`src/rtl/du_controller.sv`:
```
// du_controller: debug-unit command controller.
// Decodes single-byte host commands from the UART receiver. Loads programs into
// instruction memory, gates CPU execution in run and step modes, and starts the
// register-file/PC dump transmitter.
//
// state     | meaning
// ----------+---------------------------------------------------------------
// IDLE      | waiting for a command byte
// LOAD_CNT  | next rx byte is the word count (0 means 256 words)
// LOAD_WORD | assembling 4 little-endian bytes per instruction word
// RUN       | CPU enabled until i_cpu_halt is sampled high
// STEP      | CPU enabled for this single cycle
// DUMP      | dump started; waiting for i_dump_done
module du_controller #(
    parameter int NB_UART_DATA = 8,
    parameter int NB_INSTR     = 32,
    parameter int NB_IMEM_ADDR = 10
) (
    input  logic                    clk,
    input  logic                    i_rst,
    input  logic                    i_rx_done,
    input  logic [NB_UART_DATA-1:0] i_rx_data,
    input  logic                    i_cpu_halt,
    input  logic                    i_dump_done,
    output logic                    o_dump_start,
    output logic                    o_cpu_en,
    output logic                    o_cpu_rst,
    output logic                    o_imem_we,
    output logic [NB_IMEM_ADDR-1:0] o_imem_waddr,
    output logic [NB_INSTR-1:0]     o_imem_wdata,
    output logic                    o_load_done,
    output logic                    o_busy
);

    localparam logic [NB_UART_DATA-1:0] CMD_LOAD  = NB_UART_DATA'(8'h4C);
    localparam logic [NB_UART_DATA-1:0] CMD_RUN   = NB_UART_DATA'(8'h43);
    localparam logic [NB_UART_DATA-1:0] CMD_STEP  = NB_UART_DATA'(8'h53);
    localparam logic [NB_UART_DATA-1:0] CMD_DUMP  = NB_UART_DATA'(8'h44);
    localparam logic [NB_UART_DATA-1:0] CMD_RESET = NB_UART_DATA'(8'h52);

    // One extra bit so a count byte of 0 can represent 2^NB_UART_DATA words.
    localparam int NB_CNT = NB_UART_DATA + 1;

    typedef enum logic [2:0] {
        IDLE,
        LOAD_CNT,
        LOAD_WORD,
        RUN,
        STEP,
        DUMP
    } state_t;

    state_t                  state;
    logic [1:0]              byte_cnt;
    logic [NB_INSTR-1:0]     word_buf;
    logic [NB_CNT-1:0]       words_left;
    logic [NB_IMEM_ADDR-1:0] addr;

    // CPU enable and busy are decoded from registered state only.
    assign o_cpu_en = (state == RUN) || (state == STEP);
    assign o_busy   = (state != IDLE);

    // Command decode, program load and run/step/dump sequencing.
    always_ff @(posedge clk or posedge i_rst) begin
        if (i_rst) begin
            state        <= IDLE;
            byte_cnt     <= '0;
            word_buf     <= '0;
            words_left   <= '0;
            addr         <= '0;
            o_dump_start <= 1'b0;
            o_cpu_rst    <= 1'b0;
            o_imem_we    <= 1'b0;
            o_imem_waddr <= '0;
            o_imem_wdata <= '0;
            o_load_done  <= 1'b0;
        end else begin
            o_dump_start <= 1'b0;
            o_cpu_rst    <= 1'b0;
            o_imem_we    <= 1'b0;
            o_load_done  <= 1'b0;

            case (state)
                IDLE: begin
                    if (i_rx_done) begin
                        case (i_rx_data)
                            CMD_LOAD: begin
                                o_cpu_rst    <= 1'b1;
                                addr         <= '0;
                                o_imem_waddr <= '0;
                                byte_cnt     <= '0;
                                state        <= LOAD_CNT;
                            end
                            CMD_RUN:   state <= RUN;
                            CMD_STEP:  state <= STEP;
                            CMD_DUMP: begin
                                o_dump_start <= 1'b1;
                                state        <= DUMP;
                            end
                            CMD_RESET: o_cpu_rst <= 1'b1;
                            default:   state <= IDLE;
                        endcase
                    end
                end

                LOAD_CNT: begin
                    if (i_rx_done) begin
                        words_left <= {(i_rx_data == '0), i_rx_data};
                        byte_cnt   <= '0;
                        state      <= LOAD_WORD;
                    end
                end

                LOAD_WORD: begin
                    if (i_rx_done) begin
                        byte_cnt <= byte_cnt + 2'd1;
                        if (byte_cnt == 2'd3) begin
                            o_imem_we    <= 1'b1;
                            o_imem_wdata <= {i_rx_data, word_buf[NB_INSTR-NB_UART_DATA-1:0]};
                            o_imem_waddr <= addr;
                            addr         <= addr + 1'b1;
                            words_left   <= words_left - 1'b1;
                            if (words_left == NB_CNT'(1)) begin
                                o_load_done <= 1'b1;
                                state       <= IDLE;
                            end
                        end else begin
                            word_buf[byte_cnt*NB_UART_DATA +: NB_UART_DATA] <= i_rx_data;
                        end
                    end
                end

                RUN: begin
                    if (i_cpu_halt) begin
                        o_dump_start <= 1'b1;
                        state        <= DUMP;
                    end
                end

                STEP: begin
                    o_dump_start <= 1'b1;
                    state        <= DUMP;
                end

                DUMP: begin
                    // A done level seen during the start cycle is left over from
                    // the previous dump, so it is not treated as completion.
                    if (i_dump_done && !o_dump_start) begin
                        state <= IDLE;
                    end
                end

                default: state <= IDLE;
            endcase
        end
    end

endmodule
```
`config.mk`:
```
export PLATFORM = sky130hd
export DESIGN_NAME = du_controller
export DESIGN_NICKNAME = d
export VERILOG_FILES = /design/src/rtl/du_controller.sv
export SDC_FILE = /design/constraint.sdc
export NUM_CORES = 1
export LEC_CHECK = 0
export CAP_MARGIN = 40
export CORE_MARGIN = 3
export CORE_UTILIZATION = 42
export DETAILED_ROUTE_END_ITERATION = 10
export PLACE_DENSITY_LB_ADDON = 0.05
export SKIP_CTS_REPAIR_TIMING = 1
export SKIP_LAST_GASP = 1
export SLEW_MARGIN = 10
export SYNTH_ARGS = -nofsm -noshare
export SYNTH_HDL_FRONTEND = slang
export SYNTH_SLANG_ARGS = --single-unit
```
`constraint.sdc`:
```
create_clock -name clk -period 7.9 [get_ports clk]
set_input_delay 0.79 -clock clk [delete_from_list [all_inputs] [get_ports clk]]
set_output_delay 0.79 -clock clk [all_outputs]
set_load 0.05 [all_outputs]
```
Word level (Yosys, flattened, before mapping)

Index checks and enable logic that the tools add are counted.

Add/subtract/negate cells: 4
Shifts and indexed selects: 2
Reduce and logical (&&, ||, !) cells: 16
Mux-type cells: 41
Eq/ne operators: 21
Bitwise logic cells: 1

Operators with widths:

| kind                                                                    | count |
|---|---|
| 10-bit 2-to-1 mux                                                       | 6 |
| 8-bit by 7-bit equality test with 1-bit output, second input constant   | 5 |
| 10-bit one-hot mux with 2 select lines                                  | 2 |
| 5-bit negator with 34-bit output                                        | 1 |
| 8-bit by 34-bit variable shift with 32-bit output, first input constant | 1 |
| 8-bit by 34-bit variable part select with 32-bit output                 | 1 |
| 32-bit bitwise mux                                                      | 1 |
| 9-bit 2-to-1 mux                                                        | 3 |
| 3-bit 2-to-1 mux                                                        | 7 |
| 3-bit one-hot mux with 6 select lines                                   | 1 |
| 9-bit one-hot mux with 2 select lines                                   | 1 |
| 2-bit != test, second input constant                                    | 8 |
| 3-bit one-hot mux with 5 select lines                                   | 1 |
| 1-bit 2-to-1 mux                                                        | 13 |
| 10-bit by 1-bit adder with 10-bit output, second input constant         | 1 |
| 5-bit AND reduction                                                     | 2 |
| 9-bit by 1-bit equality test with 1-bit output, second input constant   | 1 |
| 9-bit by 1-bit subtractor with 9-bit output, second input constant      | 1 |
| 8-bit logical NOT                                                       | 1 |
| 2-bit 2-to-1 mux                                                        | 4 |
| 8-bit AND reduction                                                     | 1 |
| 3-bit by 2-bit equality test with 1-bit output, second input constant   | 2 |
| 3-bit equality test, second input constant                              | 2 |
| 2-bit one-hot mux with 3 select lines                                   | 1 |
| 15 further kinds                                                        | 18 |

Logic and storage cells: 96
Output and inout bits: 48
Input bits: 13
Flip-flop bits (word level): 102

Longest topological paths before layout

Gate-level depths: netlist of the first run.

Depth in word-level cells: 5
Mapped depth: 7
Gate-level depth less buffers: 6

Worst setup path before layout of the first run

No wires, ideal clock.

Kind: flip-flop to output port
Start point: register state[2]
End point: output o_cpu_en
Path slack: 5096 ps
Cell stages (with the launch flop): 5
Path buffers: 2
Data arrival time: 2014 ps
Cell sequence: dfrtp_1 -> clkbuf_1 -> clkbuf_1 -> nand2b_1 -> o21ai_0

Word-level cells in the longest chain between the ends: 2
Elaborated cells on any way between the ends: 3
Those cells by class: eq/ne: 2; reduce/logical: 1

RTL lines:

| element                                                                               | line | source |
|---|---|---|
| start: declaration                                                                    | 53   | `state_t state;` |
| start signal: assignment                                                              | 66   | `state <= IDLE;` |
| start signal: assignment                                                              | 92   | `state <= LOAD_CNT;` |
| start signal: assignment                                                              | 94   | `CMD_RUN: state <= RUN;` |
| 3-bit by 2-bit equality test with 1-bit output or 3-bit equality test (tied branches) | 60   | `assign o_cpu_en = (state == RUN) \|\| (state == STEP);` |
| 1-bit logical OR *                                                                    | 60   |  |
| end: declaration                                                                      | 26   | `output logic o_cpu_en,` |

Mark *: on every way between the ends. The rest lies on a longest branch, timed or not.

Worst setup path after layout of the first run

Start point: register state[1]
End point: output o_cpu_en

Same word-level chain as after synthesis.

==> metrics.cfg, run 1 <==
[clock_tree]
cts_buffers=9
cts_buffer_depth=2
cts.htree.levels=3
cts_sinks=94
clk_latency_ns=0.37
clk_pin_slew_worst_paths_ns=0.09
clockRootBuffer=clkbuf_8
cts_tree=done

[die]
row_count=36
die-area_um2=11800
dieHeight_um=109
die_x_um=109
start_util_pct=44.2
ioPinCount=61
core_area_um2=10000

[layout]
area.growth.synth_to_final_pct=19.2
nets=487
drive_gt1_share_pct=10.6
antennaDiodeCount=0

[power]
ir_drop_uv=152
comb_power_share_pct=47.4
total_power_mw=2.05
p_per_area_nw_per_um2=387
p_int_mw=1.13
switching_share_pct=44.9
seq_power_share_pct=37.9
p_leak_nw=2.22
netSwitchingPower_mw=0.919
pwr-share-clk_pct=14.7

[placement]
gp_congestion=0.766
portBuffers=60
dpl.hpwl_um=6820

[setup_path]
crit_required_ns=7.11
endpoint_kind=output pin
cp.arrival_ns=2.21
ff2ff_setup_slack_ns=5.57
critPathKind=reg -> out
start_kind=flop
crit_fanout=19

[logic_synthesis]
ys_seq_elements=94
netlist_instances=417
syn_nets=438
yosysTopAreaCellShare_pct=53.0
synth_commonest_cells=dfrtp_1, o21ai_0, inv_1
yosysUniqueCellTypes=56
synth_warnings=0
synth_top_cell_by_area=dfrtp_1
synth_flop_cell=dfrtp_1
ys_seq_area_share_pct=53.0
synth_edf_count=0
syn_area_per_cell_um2=10.6
synthArstFlopShare_pct=100
yosysMostFrequentCell=dfrtp_1
netlist_area_um2=4440
synthTopCellsByArea=dfrtp_1, mux2_2, o21ai_0

[timing]
maxSlewHeadroom_pct=37.5
max_freq_ghz=0.333
tns_ns=0
hold_viol=0
maxSlewViolCount=0
clock-skew-final_ns=0.0130
period_minus_slack_ns=3.00
setup_viol=0
rsz0062_at_grt=no
worstMarginPinSlew_ns=0.936
period_share_pct=38.0

[routing]
wl_per_cell_um=16.6
postRouteAntennaNets=0
vias=3320
wl_um=10000
first_iter_violations=208
dr.pass1.iters=4
drc=0
post_drt_via_cell_ratio=5.50

[worst_hold_path]
hp-class=reg -> reg

[flow_run]
drv_cap=0

[grt]
grt_util_all_layers_pct=17.9
grt_max_degree=56
grt_antenna_before_repair=0
grt_pass1_wl_um=16400
grt.overflow.total=0
grt_pass1_vias=3205

[outcome]
outcome=finished, final reports clean

-- kinds of logic after synthesis --
group / count (synthesis) / share of synthesized area (%)
AO/OA/AOI/OAI: 102 / 14.8
adder cells (fa/ha/maj): 8 / 2.25
buffers and inverters: 60 / 5.72
flip-flops: 94 / 53.0
multiplexers: 30 / 7.58
AND/OR/NAND/NOR: 123 / 16.7
-- metal layers --
metal,GRT usage (%),vias to the layer above,routed length [µm]
li1,-,1600,-
met1,24.0,1612,4620
met2,28.9,93,4730
met3,3.43,15,467
met4,6.40,0,210
met5,0,-,0
-- layout by cell type, fill, tap and decap left out, types with 11 or more instances in the layout --
cell type	netlist	layout
clkdlybuf4s50_1	0	60
a22o_1	11	11
a21oi_1	16	16
inv_1	32	31
nand3_1	28	28
nor2_1	15	15
dfrtp_1	94	94
nand2_1	22	22
o21ai_0	45	45
mux2_2	20	20
-- metrics by stage --
step	setup WS [ns]	cells	hold slack, ns	util (%)	cell area [µm²]
2_1_floorplan	4.66	417	0.458	-	4440
3_3_place_gp	4.64	585	0.468	50.7	5100
3_5_place_dp	4.53	588	0.475	50.9	5110
4_1_cts	4.89	604	0.500	52.7	5290
5_1_grt	4.74	604	0.516	52.7	5290
6_report	4.90	604	0.489	52.7	5290
-- worst max-delay path, stage by stage, from the launching register on --
cell	delay, ns
dfrtp_1	0.58
nand2b_1	0.25
o21ai_0	0.19
clkdlybuf4s50_1	0.83
-- path summary, 6_finish.rpt --
kind / startpoint / end / cells past startpoint
worst max-delay path: state[1] / o_cpu_en / 3
min in group asynchronous: i_rst / o_imem_wdata[6] / 2
worst min register to register: o_imem_wdata[1] / o_imem_wdata[1] / 2
max in group asynchronous: i_rst / o_imem_wdata[27] / 3
worst min-delay path: o_imem_wdata[1] / o_imem_wdata[1] / 2
worst max register to register: state[1] / addr[0] / 4
-- registers in the layout, summed over array words and instances (netlist names) --
| name | cells |
|---|---|
| o_imem_waddr | 10 |
| o_imem_we | 1 |
| word_buf | 24 |
| words_left | 9 |
| addr | 10 |
| o_load_done | 1 |
| o_cpu_rst | 1 |
| byte_cnt | 2 |
| o_dump_start | 1 |
| state | 3 |
| o_imem_wdata | 32 |
-- power by group through the flow --
stage          Sequential [mW]  Combinational (mW)  Clock (mW)
6_report                 0.775               0.970       0.300
5_1_grt                  0.803                1.05       0.329
4_1_cts                  0.778               0.979       0.311
3_5_place_dp             0.789               0.974           0
3_3_place_gp             0.780               0.958           0
2_1_floorplan             1.04               0.416           0
-- final cells by class --
class                           count  area (µm²)
Inverter                           32         121
Tap cell                          133         166
Multi-Input combinational cell    263        1830
Timing Repair Buffer               66         638
Sequential cell                    94        2350
Clock buffer                       10         128
Fill cell                         930        4750
Clock inverter                      6        52.6
(Power assumes the default switching activity.)
==> run 2: changes to the inputs <==
==> constraint.sdc (replaced) <==
create_clock -name clk -period 2.6 [get_ports clk]
set_input_delay 0.26 -clock clk [delete_from_list [all_inputs] [get_ports clk]]
set_output_delay 0.26 -clock clk [all_outputs]
set_load 0.05 [all_outputs]
==> run 2 against run 1 <==
  * Clock power increased to 3.5 times the previous value
  * Sequential share of layout area decreased by 1.6 points
  * Sequential cell count unchanged
  * Critical path type unchanged
  * Highest routed layer unchanged
  * Combinational power rose to 3.1 times the previous value
  * Clock-buffer cell count unchanged
  * Register-to-register slack worse by 5.1 ns
==> metrics.cfg, run 2 (same netlist as run 1, synthesis figures left out) <==
[outcome]
outcome=finished, final reports clean

[die]
die_x_um=109
dieHeight_um=109
row_count=36
ioPinCount=61
start_util_pct=44.2
core_area_um2=10000
die-area_um2=11800

[layout]
post_layout_nonfiller_instances=622
nets=506
largest_reg_flops=32
antennaDiodeCount=0
regMostFlops=o_imem_wdata
area.growth.synth_to_final_pct=23.6
drive_gt1_share_pct=14.1
layout_commonest_cell=dfrtp_1
reg_top3=o_imem_wdata (32), word_buf (24)
utilization_pct=54.6
num-fill-cells=927
layout_common_cells=dfrtp_1, clkdlybuf4s50_1, o21ai_0

[timing]
period_share_pct=93.3
worst_hold_slack_ns=0.294
worstMarginPinSlew_ns=0.716
setup_viol=0
clock-skew-final_ns=0.00843
rsz0062_at_grt=no
hold_viol=0
max_freq_ghz=0.412
maxSlewViolCount=0
tns_ns=0
setup_slack_ns=0.174
maxSlewHeadroom_pct=52.2
period_minus_slack_ns=2.43

[placement]
place_ws_ns=0.254
gp_congestion=0.788
portBuffers=60
dpl.hpwl_um=7050
dp_cells=607

[power]
p_per_area_nw_per_um2=1170
p_leak_nw=2.33
ir_drop_uv=483

[setup_path]
ff2ff_setup_slack_ns=0.50
endpoint_kind=output pin
r2r_start=byte_cnt[0]
r2r_cells=5
cp.arrival_ns=2.17
critPathKind=reg -> out
cp-startpoint=state[1]
crit_required_ns=2.34
r2r-end=addr[4]
start_kind=flop
crit_fanout=19

[routing]
post_drt_via_cell_ratio=5.33
dr.pass1.iters=5
wl_met2_um=4510
wl_met3_um=381
vias=3318
first_iter_violations=140
wl_per_cell_um=15.9
drc=0
wl_um=9920
wl_met1_um=4870
postRouteAntennaNets=0
top_layer=met4

[grt]
grt_pass1_vias=3262
grt_antenna_before_repair=0
grt_max_degree=53
grt_util_all_layers_pct=18.4
grt_pass1_wl_um=16900
grt.overflow.total=0

[clock_tree]
clockRootBuffer=clkbuf_8
cts.htree.levels=3
cts_buffer_depth=2
cts_sinks=94
cts_buffers=9
clk_pin_slew_worst_paths_ns=0.09
cts_tree=done
clk_latency_ns=0.36

[flow_run]
drv_cap=0

[worst_hold_path]
hp-class=in -> async

==> run 2: cell count changes in the layout (fill, tap and decap cells not counted), sizes merged <==
cell,before,now
clkinv,2,0
buf,6,25
clkinvlp,2,3
inv,34,32
bufinv,0,2
==> run 2: where the power goes <==
group          internal, mW  total, mW  switching, mW
Clock                 0.540       1.05          0.514
Sequential             1.98       2.34          0.358
Combinational          1.14       3.01           1.87
==> run 2: worst max-delay path by stage <==
stage | endpoint | cells after the start | slack (ns)
2_1_floorplan | o_cpu_en | 4 | 0.33
3_3_place_gp | o_imem_waddr[4] | 6 | 0.33
3_5_place_dp | o_imem_waddr[4] | 6 | 0.25
4_1_cts | o_cpu_en | 3 | 0.09
5_1_grt | o_cpu_en | 3 | 0.03
6_report | o_cpu_en | 3 | 0.17
==> run 2: area by class of cell <==
cell class	count	area (µm²)	share of cell area, %
clock buffers	10	128	2.33
clock inverters	5	83.8	1.53
inverters	32	124	2.26
multi-input cells	263	1830	33.4
flip-flops and latches	94	2350	42.9
well taps	133	166	3.03
repair buffers	85	801	14.6
==> run 2: worst max-delay path, stage by stage (launching register included) <==
cell	delay, ns
dfrtp_1	0.57
nand2b_1	0.24
o21ai_0	0.15
clkdlybuf4s50_1	0.84
==> run 2: layer usage <==
metal / vias up / global-route usage (%)
met5: - / 0
li1: 1637 / -
met1: 1601 / 26.3
met4: 0 / 6.58
met2: 67 / 27.6
met3: 13 / 4.03
==> run 2: per-stage QoR <==
| stage | power, mW | area (µm²) |
|---|---|---|
| after global routing | 6.86 | 5490 |
| after global placement | 5.36 | 5280 |
| after floorplan | 4.42 | 4440 |
| final | 6.41 | 5490 |
| after CTS | 6.47 | 5490 |
| after detailed placement | 5.40 | 5280 |
==> run 3: changes to the inputs <==
==> constraint.sdc (replaced) <==
create_clock -name clk -period 2.2 [get_ports clk]
set_input_delay 0.22 -clock clk [delete_from_list [all_inputs] [get_ports clk]]
set_output_delay 0.22 -clock clk [all_outputs]
set_load 0.05 [all_outputs]
==> run 3 against run 2 <==
  * Sequential share of layout area down 0.55 points
  * Highest routed layer unchanged
  * Critical path type is now reg -> reg
  * Clock power up 5%
  * Global-route usage down 0.26 points
  * Design area up 1.3%
==> metrics.cfg, run 3 (same netlist as run 1, synthesis figures left out) <==
[layout]
area.growth.synth_to_final_pct=25.2
antennaDiodeCount=0
final_cell_area_um2=5560
num-fill-cells=896
layout_commonest_cell=dfrtp_1
largest_reg_flops=32
regArea_um2=2350
reg_top3=o_imem_wdata (32), word_buf (24)
layout_common_cells=dfrtp_1, clkdlybuf4s50_1, o21ai_0
multi_input_area_um2=1830
drive_gt1_share_pct=16.5
post_layout_nonfiller_instances=635
regMostFlops=o_imem_wdata
nets=518

[timing]
period_minus_slack_ns=1.94
setup_slack_ns=0.262
maxSlewViolCount=0
worst_hold_slack_ns=0.328
worstMarginPinSlew_ns=0.604
rsz0062_at_grt=no
clock-skew-final_ns=0.0101
period_share_pct=88.1
setup_viol=0
hold_viol=0
max_freq_ghz=0.516
maxSlewHeadroom_pct=59.7

[grt]
grt_antenna_before_repair=0
grt.overflow.total=0
grt_pass1_vias=3362
grt_max_degree=95
grt_pass1_wl_um=16900
grt_util_all_layers_pct=18.1

[setup_path]
cp.arrival_ns=2.23
crit_required_ns=2.49
crit_fanout=8
critPathKind=reg -> reg
start_kind=flop
endpoint_kind=flop

[die]
die_x_um=109
core_area_um2=10000
ioPinCount=61
die-area_um2=11800
dieHeight_um=109
start_util_pct=44.2
row_count=36

[clock_tree]
cts.htree.levels=3
clockRootBuffer=clkbuf_8
clk_latency_ns=0.36
cts_sinks=94
clk_pin_slew_worst_paths_ns=0.10
cts_buffers=9
cts_tree=done
cts_buffer_depth=2

[placement]
dp_cells=619
portBuffers=60
placed_area_um2=5360
place_ws_ns=-0.0495
gp_congestion=0.895
dpl.hpwl_um=6970

[power]
p_per_area_nw_per_um2=1340
ir_drop_uv=558
total_power_mw=7.47
p_leak_nw=2.40

[routing]
post_drt_via_cell_ratio=5.41
first_iter_violations=169
wl_um=9930
dr.pass1.iters=4
vias=3435
drc=0
postRouteAntennaNets=0
wl_per_cell_um=15.6

[worst_hold_path]
hp-class=in -> async

[outcome]
outcome=finished, final reports clean

[flow_run]
drv_cap=0

[run 3: cell count changes in the layout (fill, tap and decap cells not counted), sizes merged, moves of 2 or more]
cell and delta:
clkdlybuf4s50 -2, buf +13, bufinv -2, clkinv +4, inv +2, clkinvlp -2
[run 3: cell type report]
cell class	instances	area share, %
clock buffers	9	2.23
well taps	133	2.99
clock inverters	7	1.22
flip-flops and latches	94	42.3
repair buffers	97	16.0
inverters	32	2.23
multi-input cells	263	33.0
[run 3: through the flow]
step | utilization, % | setup TNS, ns
final | 55.3 | 0
after global routing | 55.3 | 0
after CTS | 55.3 | -0.0344
after detailed placement | 53.4 | -0.471
after global placement | 53.4 | -0.0296
after floorplan | - | 0
[run 3: critical path, cell delays in order, from the launching register on]
cell and delay [ns]:
dfrtp_1 0.43, ha_1 0.21, nand2b_1 0.19, nand4_1 0.32, or4_1 0.57, a21oi_1 0.16
[run 3: worst paths after layout]
check,start,to,slack (ns),cells after the start
max,byte_cnt[0],addr[6],0.26,5
min,i_rst,o_imem_wdata[6],0.33,3
max reg2reg,byte_cnt[0],addr[6],0.26,5
min reg2reg,o_imem_wdata[1],o_imem_wdata[1],0.50,2
max in group asynchronous,i_rst,addr[4],1.48,3
min in group clk,o_imem_wdata[1],o_imem_wdata[1],0.50,2
[run 3: power breakdown]
group | switching, mW | total, mW | internal, mW
logic | 2.24 | 3.64 | 1.39
clock network | 0.661 | 1.10 | 0.439
registers | 0.393 | 2.73 | 2.34
total | 3.30 | 7.47 | 4.17
[run 3: routing by layer]
metal / routed length [µm] / vias up / share of wire (%) / track usage, %
li1: - / 1656 / - / -
met1: 4670 / 1692 / 47 / 25.3
met5: 0 / - / 0 / 0
met3: 478 / 7 / 4.8 / 3.49
met4: 99 / 0 / 1.0 / 4.69
met2: 4690 / 80 / 47 / 29.2
